<file path="src/rtl/alu_ctrl_muldiv.sv">
// alu_ctrl_muldiv: registered ALU control decoder with an iterative
// shift-add multiplier that owns the HI/LO product registers.
// Optional build macro: MULDIV_SIGNED_EN (two's-complement mul/muli).
module alu_ctrl_muldiv #(
    parameter int DATA_W = 16,
    parameter int CNT_W  = $clog2(DATA_W) + 1
) (
    input  logic              clk,
    input  logic              reset,
    input  logic              valid_in,
    input  logic [3:0]        opcode,
    input  logic [2:0]        funct,
    input  logic [DATA_W-1:0] src_a,
    input  logic [DATA_W-1:0] src_b,
    output logic [3:0]        alu_op,
    output logic              alu_op_valid,
    output logic              illegal,
    output logic [1:0]        hilo_sel,
    output logic              stall,
    output logic              mul_done,
    output logic [DATA_W-1:0] hi,
    output logic [DATA_W-1:0] lo
);

    typedef enum logic [1:0] {
        IDLE = 2'b00,
        MUL  = 2'b01,
        DONE = 2'b10
    } state_t;

    localparam logic [CNT_W-1:0] LAST_CNT = CNT_W'(DATA_W - 1);

    state_t              state_q, state_d;
    logic [3:0]          alu_op_q, alu_op_d;
    logic                alu_op_valid_q, alu_op_valid_d;
    logic                illegal_q, illegal_d;
    logic [1:0]          hilo_sel_q, hilo_sel_d;
    logic [DATA_W-1:0]   mcand_q, mcand_d;
    logic [2*DATA_W-1:0] acc_q, acc_d;
    logic [CNT_W-1:0]    cnt_q, cnt_d;
    logic                neg_q, neg_d;
    logic [DATA_W-1:0]   hi_q, hi_d;
    logic [DATA_W-1:0]   lo_q, lo_d;

    logic [3:0]          dec_op;
    logic [1:0]          dec_hilo;
    logic                dec_ill;
    logic                dec_mul;
    logic                accept;

    logic [DATA_W-1:0]   a_mag;
    logic [DATA_W-1:0]   b_mag;
    logic                neg_in;
    logic [DATA_W:0]     upper_sum;
    logic [2*DATA_W-1:0] acc_step;
    logic [2*DATA_W-1:0] product;

    // The front end is only held off while the multiplier is iterating.
    assign accept = valid_in && (state_q != MUL);

    // Opcode/funct decode to ALU operation, HI/LO select and multiply flag.
    always_comb begin
        dec_op   = 4'b0000;
        dec_hilo = 2'b00;
        dec_ill  = 1'b0;
        dec_mul  = 1'b0;
        case (opcode)
            4'b0000: begin
                case (funct)
                    3'b000:  dec_op = 4'b0010;
                    3'b001:  dec_op = 4'b0000;
                    3'b010:  dec_op = 4'b0110;
                    3'b011:  dec_op = 4'b0001;
                    3'b100:  dec_op = 4'b1001;
                    3'b101:  dec_op = 4'b1010;
                    3'b110:  dec_op = 4'b0111;
                    default: dec_op = 4'b1111;
                endcase
            end
            4'b0001: begin
                case (funct)
                    3'b000: begin
                        dec_op  = 4'b1000;
                        dec_mul = 1'b1;
                    end
                    3'b001: begin
                        dec_op   = 4'b1111;
                        dec_hilo = 2'b01;
                    end
                    3'b010: begin
                        dec_op   = 4'b1111;
                        dec_hilo = 2'b10;
                    end
                    default: dec_ill = 1'b1;
                endcase
            end
            4'b0010: dec_op = 4'b0010;
            4'b0011: dec_op = 4'b0000;
            4'b0100: dec_op = 4'b0001;
            4'b0101: begin
                dec_op  = 4'b1000;
                dec_mul = 1'b1;
            end
            4'b0110: dec_op = 4'b0110;
            4'b0111: dec_op = 4'b0110;
            4'b1000: dec_op = 4'b0111;
            4'b1001: dec_op = 4'b0010;
            4'b1010: dec_op = 4'b0010;
            4'b1011: dec_op = 4'b1111;
            4'b1100: dec_op = 4'b1111;
            4'b1101: begin
                case (funct)
                    3'b000:  dec_op = 4'b1100;
                    3'b001:  dec_op = 4'b0011;
                    3'b010:  dec_op = 4'b1101;
                    default: dec_ill = 1'b1;
                endcase
            end
            default: dec_ill = 1'b1;
        endcase
    end

`ifdef MULDIV_SIGNED_EN
    // Signed build: iterate on magnitudes, remember whether to negate.
    always_comb begin
        a_mag  = src_a[DATA_W-1] ? (~src_a + 1'b1) : src_a;
        b_mag  = src_b[DATA_W-1] ? (~src_b + 1'b1) : src_b;
        neg_in = src_a[DATA_W-1] ^ src_b[DATA_W-1];
    end
`else
    // Unsigned build: operands go straight into the iteration.
    always_comb begin
        a_mag  = src_a;
        b_mag  = src_b;
        neg_in = 1'b0;
    end
`endif

    // One shift-add step: conditionally add the multiplicand into the upper
    // half (carry kept), then shift the whole accumulator right by one.
    always_comb begin
        upper_sum = {1'b0, acc_q[2*DATA_W-1:DATA_W]}
                  + {1'b0, (acc_q[0] ? mcand_q : {DATA_W{1'b0}})};
        acc_step  = {upper_sum, acc_q[DATA_W-1:1]};
        product   = neg_q ? (~acc_step + 1'b1) : acc_step;
    end

    // Next-state, decode capture and multiplier datapath control.
    always_comb begin
        state_d        = state_q;
        alu_op_d       = alu_op_q;
        alu_op_valid_d = accept;
        illegal_d      = illegal_q;
        hilo_sel_d     = hilo_sel_q;
        mcand_d        = mcand_q;
        acc_d          = acc_q;
        cnt_d          = cnt_q;
        neg_d          = neg_q;
        hi_d           = hi_q;
        lo_d           = lo_q;

        if (accept) begin
            alu_op_d   = dec_op;
            illegal_d  = dec_ill;
            hilo_sel_d = dec_hilo;
        end

        case (state_q)
            IDLE, DONE: begin
                if (accept && dec_mul) begin
                    state_d = MUL;
                    mcand_d = a_mag;
                    acc_d   = {{DATA_W{1'b0}}, b_mag};
                    cnt_d   = '0;
                    neg_d   = neg_in;
                end else if (state_q == DONE) begin
                    state_d = IDLE;
                end
            end
            MUL: begin
                acc_d = acc_step;
                cnt_d = cnt_q + 1'b1;
                if (cnt_q == LAST_CNT) begin
                    state_d = DONE;
                    hi_d    = product[2*DATA_W-1:DATA_W];
                    lo_d    = product[DATA_W-1:0];
                end
            end
            default: state_d = IDLE;
        endcase
    end

    // State and output registers; reset aborts any multiply in flight.
    always_ff @(posedge clk) begin
        if (reset) begin
            state_q        <= IDLE;
            alu_op_q       <= 4'b0000;
            alu_op_valid_q <= 1'b0;
            illegal_q      <= 1'b0;
            hilo_sel_q     <= 2'b00;
            mcand_q        <= '0;
            acc_q          <= '0;
            cnt_q          <= '0;
            neg_q          <= 1'b0;
            hi_q           <= '0;
            lo_q           <= '0;
        end else begin
            state_q        <= state_d;
            alu_op_q       <= alu_op_d;
            alu_op_valid_q <= alu_op_valid_d;
            illegal_q      <= illegal_d;
            hilo_sel_q     <= hilo_sel_d;
            mcand_q        <= mcand_d;
            acc_q          <= acc_d;
            cnt_q          <= cnt_d;
            neg_q          <= neg_d;
            hi_q           <= hi_d;
            lo_q           <= lo_d;
        end
    end

    assign alu_op       = alu_op_q;
    assign alu_op_valid = alu_op_valid_q;
    assign illegal      = illegal_q;
    assign hilo_sel     = hilo_sel_q;
    assign stall        = (state_q == MUL);
    assign mul_done     = (state_q == DONE);
    assign hi           = hi_q;
    assign lo           = lo_q;

endmodule
</file>
<file path="config.mk">
export PLATFORM = sky130hd
export DESIGN_NAME = alu_ctrl_muldiv
export DESIGN_NICKNAME = d
export VERILOG_FILES = /design/src/rtl/alu_ctrl_muldiv.sv
export SDC_FILE = /design/constraint.sdc
export NUM_CORES = 1
export LEC_CHECK = 0
export CAP_MARGIN = 0
export CORE_MARGIN = 2
export CORE_UTILIZATION = 26
export CTS_CLUSTER_SIZE = 25
export DETAILED_ROUTE_END_ITERATION = 8
export PLACE_DENSITY = 0.41
export SETUP_SLACK_MARGIN = 0.2
export SLEW_MARGIN = 20
export SYNTH_ARGS = -nofsm -noshare
export SYNTH_HDL_FRONTEND = slang
export SYNTH_SLANG_ARGS = --single-unit
export TNS_END_PERCENT = 100
</file>
<file path="constraint.sdc">
create_clock -name clk -period 4.22 [get_ports clk]
set_clock_uncertainty 0.05 [all_clocks]
set_input_delay 1.266 -clock clk [delete_from_list [all_inputs] [get_ports clk]]
set_output_delay 1.266 -clock clk [all_outputs]
set_load 0.005 [all_outputs]
</file>
==> out/qor.csv, run 1 <==
stage,metric,value,unit
status,status,finished clean,
drt,Iter 0 DRT Violations,218,
drt,DRC,0,
flow_run,max-cap violations,0,
sta,final hold violation count,0,
power,total power,1.91,mW
synthesis,Post-Synth Adder-Cell Area,5.14,%
final_layout,Syn-to-layout area delta,26.9,%
drt,Pre-Repair DR Iteration Count,4,
place,Buffers on Ports,83,
synthesis,asr flop ratio synth,0,%
worst_setup_path,"Req. time, crit path",4.45,ns
global_route,Overflow after GRT,0,
drt,vias per inst,4.84,
floorplanning,die outline area,19500,sq um
place,Place WS,0.726,ns
drt,total routed wirelength,13200,microns
worst_setup_path,"Data arrival, critical path",3.37,ns
cts,htree depth,3,
worst_setup_path,kind of end point of the critical path,flip-flop,
final_layout,footprint of the multi-input gates,2640,sq um
worst_setup_path,worst-path fanout max,18,
global_route,initial antenna violation count,0,
sta,setup TNS,0,ns
cts,Worst-Skew Late Latency,0.35,ns
cts,Post-CTS Setup Bufs,0,
global_route,vias in the first global route,4048,
floorplanning,die height,140,microns
sta,RSZ-0062 raised after global routing,false,
synthesis,mux share of post-synthesis cell area,0,%
sta,Slew HR,33.6,%
power,VDD IR max,0.192,mV
synthesis,Gate Count Post-Synth,607,
floorplanning,# rows,49,
sta,post-route setup slack,1.07,ns
final_layout,Final #Nets,726,
drt,"antenna viol nets, final",0,
global_route,largest net degree at the start of global routing,87,
global_route,Total Routing Usage GR,13.6,%
worst_setup_path,WS Path Type,primary input to flip-flop,
cts,clock tree buffer depth,2,
sta,# setup viols final,0,
synthesis,post-synthesis cell area,4770,sq um
sta,pin slew with the least headroom to its limit,0.994,ns
cts,Post-CTS Hold Fix Bufs,0,
synthesis,Compound-Gate Fraction of Synth Area,21.8,%
power,leakage power total,2.15,nW
synthesis,Yosys cell types,61,
synthesis,sequential area share after synthesis,39.8,%
place,DP HPWL,9000,microns
cts,CTS tree,done,
synthesis,Yosys reg bits,95,
min_path,Worst Hold Class,flip-flop to flip-flop,
final_layout,layout cells sized above 1,6.27,%
final_layout,Fill cells,1910,
final_layout,register area,1900,sq um
floorplanning,core area,18000,sq um
synthesis,Synth Area in Simple Gates,26.5,%
cts,cts bufs inserted,9,
sta,"Slew Viols, Final",0,
cts,Clock Sink Count,95,
floorplanning,I/O pin cnt,84,
floorplanning,Die X,140,microns
power,Pwr Density,315,nW/um^2
worst_setup_path,CP startpoint kind,primary input,
drt,WL/cell,14.7,microns
cts,clock root cell,clkbuf_16,
synthesis,warnings from Yosys,0,
floorplanning,Starting Density,26.6,%
synthesis,Mean Syn Cell Area,7.87,sq um
sta,fmax,318,MHz
synthesis,XOR/XNOR share of the synthesized area,1.65,%
synthesis,main combinational cell family by area after synthesis,simple AND/OR/NAND/NOR gates,
synthesis,"EDFF count, synth",0,
sta,fin crit share,74.5,%
sta,Final min period,3.15,ns
synthesis,Mapped Nets,668,
cts,PostCTS Resize Cnt,0,
cts,"Reg clk slew, reported paths",0.07,ns
drt,total number of vias,4350,
place,RePlAce Congestion,0.761,
synthesis,Main synth FF type,dfxtp_1,
global_route,first-pass GRT wire length,21200,microns
final_layout,ANT cells,0,
==> cell type report <==
cell class	instances	area share [%]
multi-input combinational	461	43.6
clock buffer	11	4.17
tap	229	4.73
timing repair buffer	91	14.7
sequential	95	31.4
inverter	7	0.434
clock inverter	5	1.01
==> Yosys cell counts (5+ instances only) <==
cell	count	share of area, %
nand3b_1	7	1.1
and2_1	19	2.5
inv_1	6	0.47
a311oi_1	17	3.1
o21a_1	7	1.1
buf_2	11	1.2
nand4b_1	8	1.5
clkbuf_1	25	2.0
nor3_1	10	1.0
nand2_1	140	11
a21oi_1	69	7.2
nand2b_1	7	0.92
a31oi_1	5	0.66
ha_1	18	4.7
nor2_1	52	4.1
o21ai_0	12	1.3
xnor2_1	5	0.92
dfxtp_1	95	40
nand3_1	15	1.6
==> cell families (layout without fill, tap and decap cells) <==
family,Yosys count,count (layout)
adder cells (fa/ha/maj),19,19
XOR/XNOR,9,9
buffers and inverters,51,114
flip-flops,95,95
AND/OR/NAND/NOR,277,277
AO/OA/AOI/OAI,156,156
==> metal layers <==
metal	share of wire (%)	track usage, %	wire length [microns]	vias to the layer above
met5	0	0	0	-
met1	50	18.8	6640	2012
met2	44	21.0	5860	84
met3	3.8	2.55	498	10
met4	1.4	5.21	179	0
li1	-	-	-	2244
==> worst paths after layout <==
| path | startpoint | to | slack [ns] | depth (start not counted) |
|---|---|---|---|---|
| hold reg to reg | alu_op[1]$_SDFFE_PP0P_ | alu_op[1]$_SDFFE_PP0P_ | 0.40 | 2 |
| setup / recovery | opcode[1] | mcand_q[9]$_SDFFE_PP0P_ | 1.07 | 7 |
| setup reg to reg | acc_q[0]$_SDFFE_PP0P_ | acc_q[26]$_SDFFE_PP0P_ | 1.34 | 8 |
| hold / removal | alu_op[1]$_SDFFE_PP0P_ | alu_op[1]$_SDFFE_PP0P_ | 0.40 | 2 |
==> sequential cells by signal, summed over array words and instances, names as in the netlist, 2 cells and up <==
| register | count |
|---|---|
| acc_q | 32 |
| hi | 16 |
| lo | 16 |
| mcand_q | 16 |
| cnt_q | 5 |
| alu_op | 4 |
| hilo_sel | 2 |
| state_q | 2 |
==> stage by stage <==
| stage | hold WS (ns) | utilization [%] | area (sq um) | std cells |
|---|---|---|---|---|
| 2_1_floorplan | 0.382 | - | 4770 | 607 |
| 3_3_place_gp | 0.394 | 32.0 | 5740 | 883 |
| 3_5_place_dp | 0.396 | 32.0 | 5740 | 883 |
| 4_1_cts | 0.406 | 33.7 | 6060 | 899 |
| 5_1_grt | 0.418 | 33.7 | 6060 | 899 |
| 6_report | 0.402 | 33.7 | 6060 | 899 |
==> critical path: stages <==
cell	delay [ns]
clkdlybuf4s50_1	0.60
nor2_2	0.25
and4b_1	0.29
o21a_2	0.41
buf_4	0.32
nand2_1	0.09
a21oi_1	0.12
==> power breakdown <==
group / switching [mW] / internal, mW
clock: 0.367 / 0.496
sequential: 0.00915 / 0.908
combinational: 0.0651 / 0.0612
==> cells in the final DEF, fill, tap and decap left out, types with 10 or more instances in the layout <==
master and instances:
ha_1 18, and2_1 19, o21ai_0 12, clkdlybuf4s50_1 82, a311oi_1 17, nand3_1 15
nand2_1 140, nor3_1 10, dfxtp_1 95, a21oi_1 69, nor2_1 52
No activity file was read; power rests on OpenSTA's default activity.
==> run 2, diff against run 1 <==
--- a/config.mk
+++ b/config.mk
@@ -10,7 +10,7 @@
 export CORE_UTILIZATION = 26
 export CTS_CLUSTER_SIZE = 25
 export DETAILED_ROUTE_END_ITERATION = 8
-export PLACE_DENSITY = 0.41
+export PLACE_DENSITY = 0.43
 export SETUP_SLACK_MARGIN = 0.2
 export SLEW_MARGIN = 20
 export SYNTH_ARGS = -nofsm -noshare
==> constraint.sdc (replaced) <==
create_clock -name clk -period 2.6 [get_ports clk]
set_clock_uncertainty 0.05 [all_clocks]
set_input_delay 0.78 -clock clk [delete_from_list [all_inputs] [get_ports clk]]
set_output_delay 0.78 -clock clk [all_outputs]
set_load 0.005 [all_outputs]
==> run 2 against run 1 <==
  * Sequential share of layout area fell by 1.7 points
  * Final area increased by 5.8%
  * Global-route usage increased by 0.15 points
  * Critical path type is now flip-flop to primary output
  * Combinational power increased by 80%
  * First-iteration DRC count up 27%
  * Count of clock-buffer cells in the layout fell by 2
  * Core utilization is 1.9 points higher
  * Wire length increased by 1.9%
  * Total power grew 64%
==> out/qor.csv, run 2 (synthesized netlist as in run 1, its figures left out) <==
stage,metric,value,unit,change
status,status,finished clean,,
sta,Slew HR,45.1,%,+12 points
global_route,largest net degree at the start of global routing,81,,-6.9%
final_layout,Final #Nets,746,,+2.8%
power,Flop pwr share,47.4,%,-0.7 points
drt,WL/cell,14.6,microns,-0.36%
final_layout,max FFs per register,32,,unchanged
drt,DRC,0,,unchanged
global_route,initial antenna violation count,0,,unchanged
final_layout,ANT cells,0,,unchanged
drt,Iter 0 DRT Violations,277,,+27%
cts,htree depth,3,,unchanged
cts,Clock Sink Count,95,,unchanged
place,RePlAce Congestion,0.852,,+12%
drt,"antenna viol nets, final",0,,unchanged
sta,"Slew Viols, Final",0,,unchanged
sta,fin crit share,89.3,%,
global_route,first-pass GRT wire length,21700,microns,+2.2%
power,switching pwr,0.779,mW,+77%
place,Buffers on Ports,83,,unchanged
place,Place WS,-0.00905,ns,-0.735 ns
drt,vias per inst,4.86,,+0.43%
floorplanning,core area,18000,sq um,unchanged
floorplanning,die height,140,microns,unchanged
global_route,Total Routing Usage GR,13.7,%,+0.15 points
sta,post-route setup slack,0.277,ns,-0.797 ns
worst_setup_path,CP bufs+invs,2,,unchanged
final_layout,Syn-to-layout area delta,34.2,%,
sta,RSZ-0062 raised after global routing,true,,
sta,final hold violation count,0,,unchanged
worst_setup_path,kind of end point of the critical path,primary output,,
worst_setup_path,WS Path Type,flip-flop to primary output,,
drt,Pre-Repair DR Iteration Count,4,,unchanged
floorplanning,Die X,140,microns,unchanged
worst_setup_path,Worst path max stage delay,0.50,ns,-0.10 ns
final_layout,most flop-heavy register,acc_q,,
power,Int Pwr,2.36,mW,+61%
worst_setup_path,critical path's top delay family,buffers and inverters,,
floorplanning,Starting Density,26.6,%,unchanged
sta,setup TNS,0,ns,unchanged
floorplanning,die outline area,19500,sq um,unchanged
worst_setup_path,worst-path fanout max,8,,-10
final_layout,Final Util,35.7,%,+1.9 points
cts,"Reg clk slew, reported paths",0.07,ns,about the same
drt,total number of vias,4466,,+2.7%
worst_setup_path,"Req. time, crit path",1.77,ns,-2.68 ns
min_path,Worst Hold Class,flip-flop to flip-flop,,
worst_setup_path,crit path max-delay cell type,clkdlybuf4s50_1,,
floorplanning,# rows,49,,unchanged
power,VDD IR max,0.314,mV,+64%
drt,total routed wirelength,13400,microns,+1.9%
cts,clock root cell,clkbuf_16,,
final_layout,most frequent cells in the layout,"nand2_1, dfxtp_1, clkdlybuf4s50_1",,
floorplanning,I/O pin cnt,84,,unchanged
flow_run,max-cap violations,0,,unchanged
worst_setup_path,"Data arrival, critical path",1.49,ns,-1.88 ns
power,Comb power frac,7.2,%,+0.6 points
power,Pwr Density,489,nW/um^2,+55%
sta,Hold Slack,0.400,ns,-0.00188 ns
cts,clock tree buffer depth,2,,unchanged
cts,CTS tree,done,,
power,leakage power total,2.24,nW,+4.6%
global_route,vias in the first global route,4288,,+5.9%
sta,# setup viols final,0,,unchanged
power,Clk network pwr share,45.4,%,about the same
worst_setup_path,CP startpoint kind,flip-flop,,
cts,cts bufs inserted,9,,unchanged
final_layout,"commonest non-fill, non-tap cell in the layout",nand2_1,,
worst_setup_path,crit-path cells,"nand2b_2, inv_6, clkdlybuf4s50_1",,
final_layout,layout cells sized above 1,12.0,%,+5.8 points
sta,Final min period,2.32,ns,
sta,fmax,431,MHz,
final_layout,Fill cells,1868,,-2.2%
cts,Worst-Skew Late Latency,0.36,ns,about the same
sta,pin slew with the least headroom to its limit,0.824,ns,-0.171 ns
power,switch share,24.9,%,+1.7 points
global_route,Overflow after GRT,0,,unchanged
place,DP HPWL,9140,microns,+1.6%
==> run 2: repair_timing <==
| item | in CTS | in global routing |
|---|---|---|
| gates resized for setup | 8 | 25 |
| endpoints found under the setup margin | 15 | 23 |
| setup buffers | 0 | 2 |
| cloned | 0 | 0 |
| hold buffers | 0 | 0 |
| pin swaps | 1 | 6 |
==> run 2: final cells by class <==
type	instances	area, sq um	share of cell area (%)
clock inverters	7	86.3	1.35
inverters	7	31.3	0.488
multi-input cells	461	2810	43.8
clock buffers	9	225	3.52
repair buffers	111	1070	16.7
flip-flops and latches	95	1900	29.7
well taps	229	287	4.47
==> run 2: final timing paths <==
path | from | to | slack, ns | cells after the start
max | state_q[1]$_SDFFE_PP0P_ | stall | 0.28 | 3
min | alu_op[2]$_SDFFE_PP0P_ | alu_op[2]$_SDFFE_PP0P_ | 0.40 | 2
max reg2reg | acc_q[0]$_SDFFE_PP0P_ | hi[9]$_SDFFE_PP0P_ | 0.31 | 9
min reg2reg | alu_op[2]$_SDFFE_PP0P_ | alu_op[2]$_SDFFE_PP0P_ | 0.40 | 2
==> run 2: routing by layer <==
| layer | wire length [microns] | global-route usage (%) | vias up |
|---|---|---|---|
| li1 | - | - | 2280 |
| met1 | 6600 | 18.6 | 2090 |
| met2 | 6190 | 21.8 | 83 |
| met3 | 491 | 3.13 | 13 |
| met4 | 140 | 4.15 | 0 |
| met5 | 0 | 0 | - |
==> run 2: worst min-delay path: stages (launching register included) <==
cell and delay [ns]:
dfxtp_1 0.31, nand2_1 0.05, a21oi_1 0.05
==> run 2: power groups by stage <==
stage                     logic (mW)  clock network (mW)  registers (mW)
final                          0.227                1.42            1.49
after global routing           0.249                1.54            1.49
after CTS                      0.229                1.48            1.49
after detailed placement       0.227                   0            1.52
after global placement         0.226                   0            1.52
after floorplan                0.105                   0            1.52
==> run 2: through the flow <==
step           cells  total power [mW]  area, sq um
6_report         919              3.14         6410
5_1_grt          919              3.28         6410
4_1_cts          917              3.19         6250
3_5_place_dp     901              1.75         5900
3_3_place_gp     901              1.75         5900
2_1_floorplan    607              1.62         4770
==> run 3, diff against run 2 <==
--- a/config.mk
+++ b/config.mk
@@ -12,6 +12,7 @@
 export DETAILED_ROUTE_END_ITERATION = 8
 export PLACE_DENSITY = 0.43
 export SETUP_SLACK_MARGIN = 0.2
+export SKIP_CTS_REPAIR_TIMING = 1
 export SLEW_MARGIN = 20
 export SYNTH_ARGS = -nofsm -noshare
 export SYNTH_HDL_FRONTEND = slang
==> run 3 against run 2 <==
  * Flip-flop and latch count unchanged
  * Hold slack hardly changed
  * Clock power about the same
  * Via count increased by 0.16%
  * Non-clock buffer count unchanged
  * Setup slack about the same
  * Core utilization rose by 0.084 points
  * Combinational power is essentially flat
  * Largest power group unchanged
==> out/qor.csv, run 3 (synthesized netlist as in run 1, its figures left out) <==
stage,metric,value,unit,change
power,total power,3.14,mW,about the same
flow_run,max-cap violations,0,,unchanged
worst_setup_path,kind of end point of the critical path,primary output,,
power,VDD IR max,0.313,mV,-0.29%
drt,Iter 0 DRT Violations,258,,-6.9%
worst_setup_path,"Data arrival, critical path",1.49,ns,about the same
power,Flop pwr share,47.4,%,about the same
final_layout,Final #Nets,746,,unchanged
power,Int Pwr,2.36,mW,about the same
final_layout,max FFs per register,32,,unchanged
final_layout,Syn-to-layout area delta,34.5,%,
cts,clock root cell,clkbuf_16,,
floorplanning,Starting Density,26.6,%,unchanged
cts,Clock Sink Count,95,,unchanged
status,status,finished clean,,
floorplanning,I/O pin cnt,84,,unchanged
worst_setup_path,WS Path Type,flip-flop to primary output,,
cts,htree depth,3,,unchanged
place,RePlAce Congestion,0.852,,unchanged
sta,"Slew Viols, Final",0,,unchanged
floorplanning,Die X,140,microns,unchanged
worst_setup_path,critical path launch point,state_q[1]$_SDFFE_PP0P_,,
place,DP HPWL,9140,microns,unchanged
worst_setup_path,"Req. time, crit path",1.77,ns,about the same
worst_setup_path,worst-path fanout max,8,,unchanged
final_layout,"commonest non-fill, non-tap cell in the layout",nand2_1,,
global_route,Total Routing Usage GR,13.7,%,-0.065 points
sta,Slew HR,45.0,%,-0.12 points
global_route,vias in the first global route,4251,,-0.86%
drt,total number of vias,4473,,+0.16%
final_layout,Final Util,35.7,%,+0.084 points
drt,WL/cell,14.5,microns,-0.57%
floorplanning,die outline area,19500,sq um,unchanged
floorplanning,# rows,49,,unchanged
power,Comb power frac,7.2,%,about the same
cts,CTS tree,done,,
cts,cts bufs inserted,9,,unchanged
global_route,initial antenna violation count,0,,unchanged
place,Place WS,-0.00905,ns,unchanged
global_route,first-pass GRT wire length,21600,microns,-0.57%
drt,"antenna viol nets, final",0,,unchanged
cts,Worst-Skew Late Latency,0.36,ns,about the same
sta,RSZ-0062 raised after global routing,true,,
floorplanning,core area,18000,sq um,unchanged
sta,fin crit share,89.3,%,about the same
final_layout,"non-filler cells, final",919,,unchanged
drt,vias per inst,4.87,,+0.16%
drt,total routed wirelength,13300,microns,-0.57%
cts,clock tree buffer depth,2,,unchanged
worst_setup_path,CP startpoint kind,flip-flop,,
drt,Pre-Repair DR Iteration Count,4,,unchanged
place,Buffers on Ports,83,,unchanged
min_path,hold path start,alu_op[2]$_SDFFE_PP0P_,,
final_layout,ANT cells,0,,unchanged
sta,# setup viols final,0,,unchanged
power,switching pwr,0.780,mW,about the same
power,leakage power total,2.25,nW,about the same
sta,fmax,431,MHz,about the same
worst_setup_path,Reg2Reg Launch Point,acc_q[0]$_SDFFE_PP0P_,,
global_route,Overflow after GRT,0,,unchanged
global_route,largest net degree at the start of global routing,81,,unchanged
drt,DRC,0,,unchanged
final_layout,most frequent cells in the layout,"nand2_1, dfxtp_1, clkdlybuf4s50_1",,
min_path,Worst Hold Class,flip-flop to flip-flop,,
sta,Final min period,2.32,ns,+0.0000110 ns
power,Clk network pwr share,45.4,%,about the same
floorplanning,die height,140,microns,unchanged
sta,final hold violation count,0,,unchanged
cts,"Reg clk slew, reported paths",0.08,ns,about the same
place,dpl cells,901,,unchanged
final_layout,most flop-heavy register,acc_q,,
power,switch share,24.9,%,about the same
sta,pin slew with the least headroom to its limit,0.825,ns,+0.00178 ns
sta,post-route setup slack,0.277,ns,-0.0000110 ns
final_layout,layout cells sized above 1,12.0,%,unchanged
power,Pwr Density,488,nW/um^2,-0.23%
run 3: cell counts in the layout (fill, tap and decap cells not counted):
Identical to the previous run, type by type.
run 3: worst max-delay path: stages (launching register included):
cell and delay [ns]:
dfxtp_1 0.31, nand2b_2 0.21, inv_6 0.11, clkdlybuf4s50_1 0.50
run 3: routing by layer:
metal / wire length [microns] / global-route usage (%) / vias to the layer above
li1: - / - / 2281
met2: 6150 / 21.6 / 97
met1: 6520 / 18.6 / 2082
met4: 140 / 4.15 / 0
met3: 537 / 3.13 / 13
met5: 0 / 0 / -
run 3: stage by stage:
step | setup TNS, ns | cell area (sq um) | hold WS [ns]
final | 0 | 6420 | 0.400
after global routing | 0 | 6420 | 0.427
after CTS | 0 | 6210 | 0.406
after detailed placement | -0.00905 | 5900 | 0.398
after global placement | 0 | 5900 | 0.393
after floorplan | 0 | 4770 | 0.382
run 3: power groups by stage:
stage	sequential [mW]	combinational (mW)	clock (mW)
floorplan	1.52	0.105	0
global placement	1.52	0.226	0
detailed placement	1.52	0.227	0
CTS	1.49	0.228	1.48
global route	1.49	0.249	1.54
finish	1.49	0.227	1.42
run 3: area by class of cell:
type / count / area (sq um)
multi-input combinational: 461 / 2820
sequential: 95 / 1900
inverter: 7 / 31.3
timing repair buffer: 111 / 1070
tap: 229 / 287
fill: 1866 / 11500
clock inverter: 7 / 86.3
clock buffer: 9 / 225
run 3: final timing paths:
check,to,slack (ns),cells after the start
hold reg to reg,alu_op[2]$_SDFFE_PP0P_,0.40,2
setup reg to reg,hi[9]$_SDFFE_PP0P_,0.32,9
hold / removal,alu_op[2]$_SDFFE_PP0P_,0.40,2
setup / recovery,stall,0.28,3
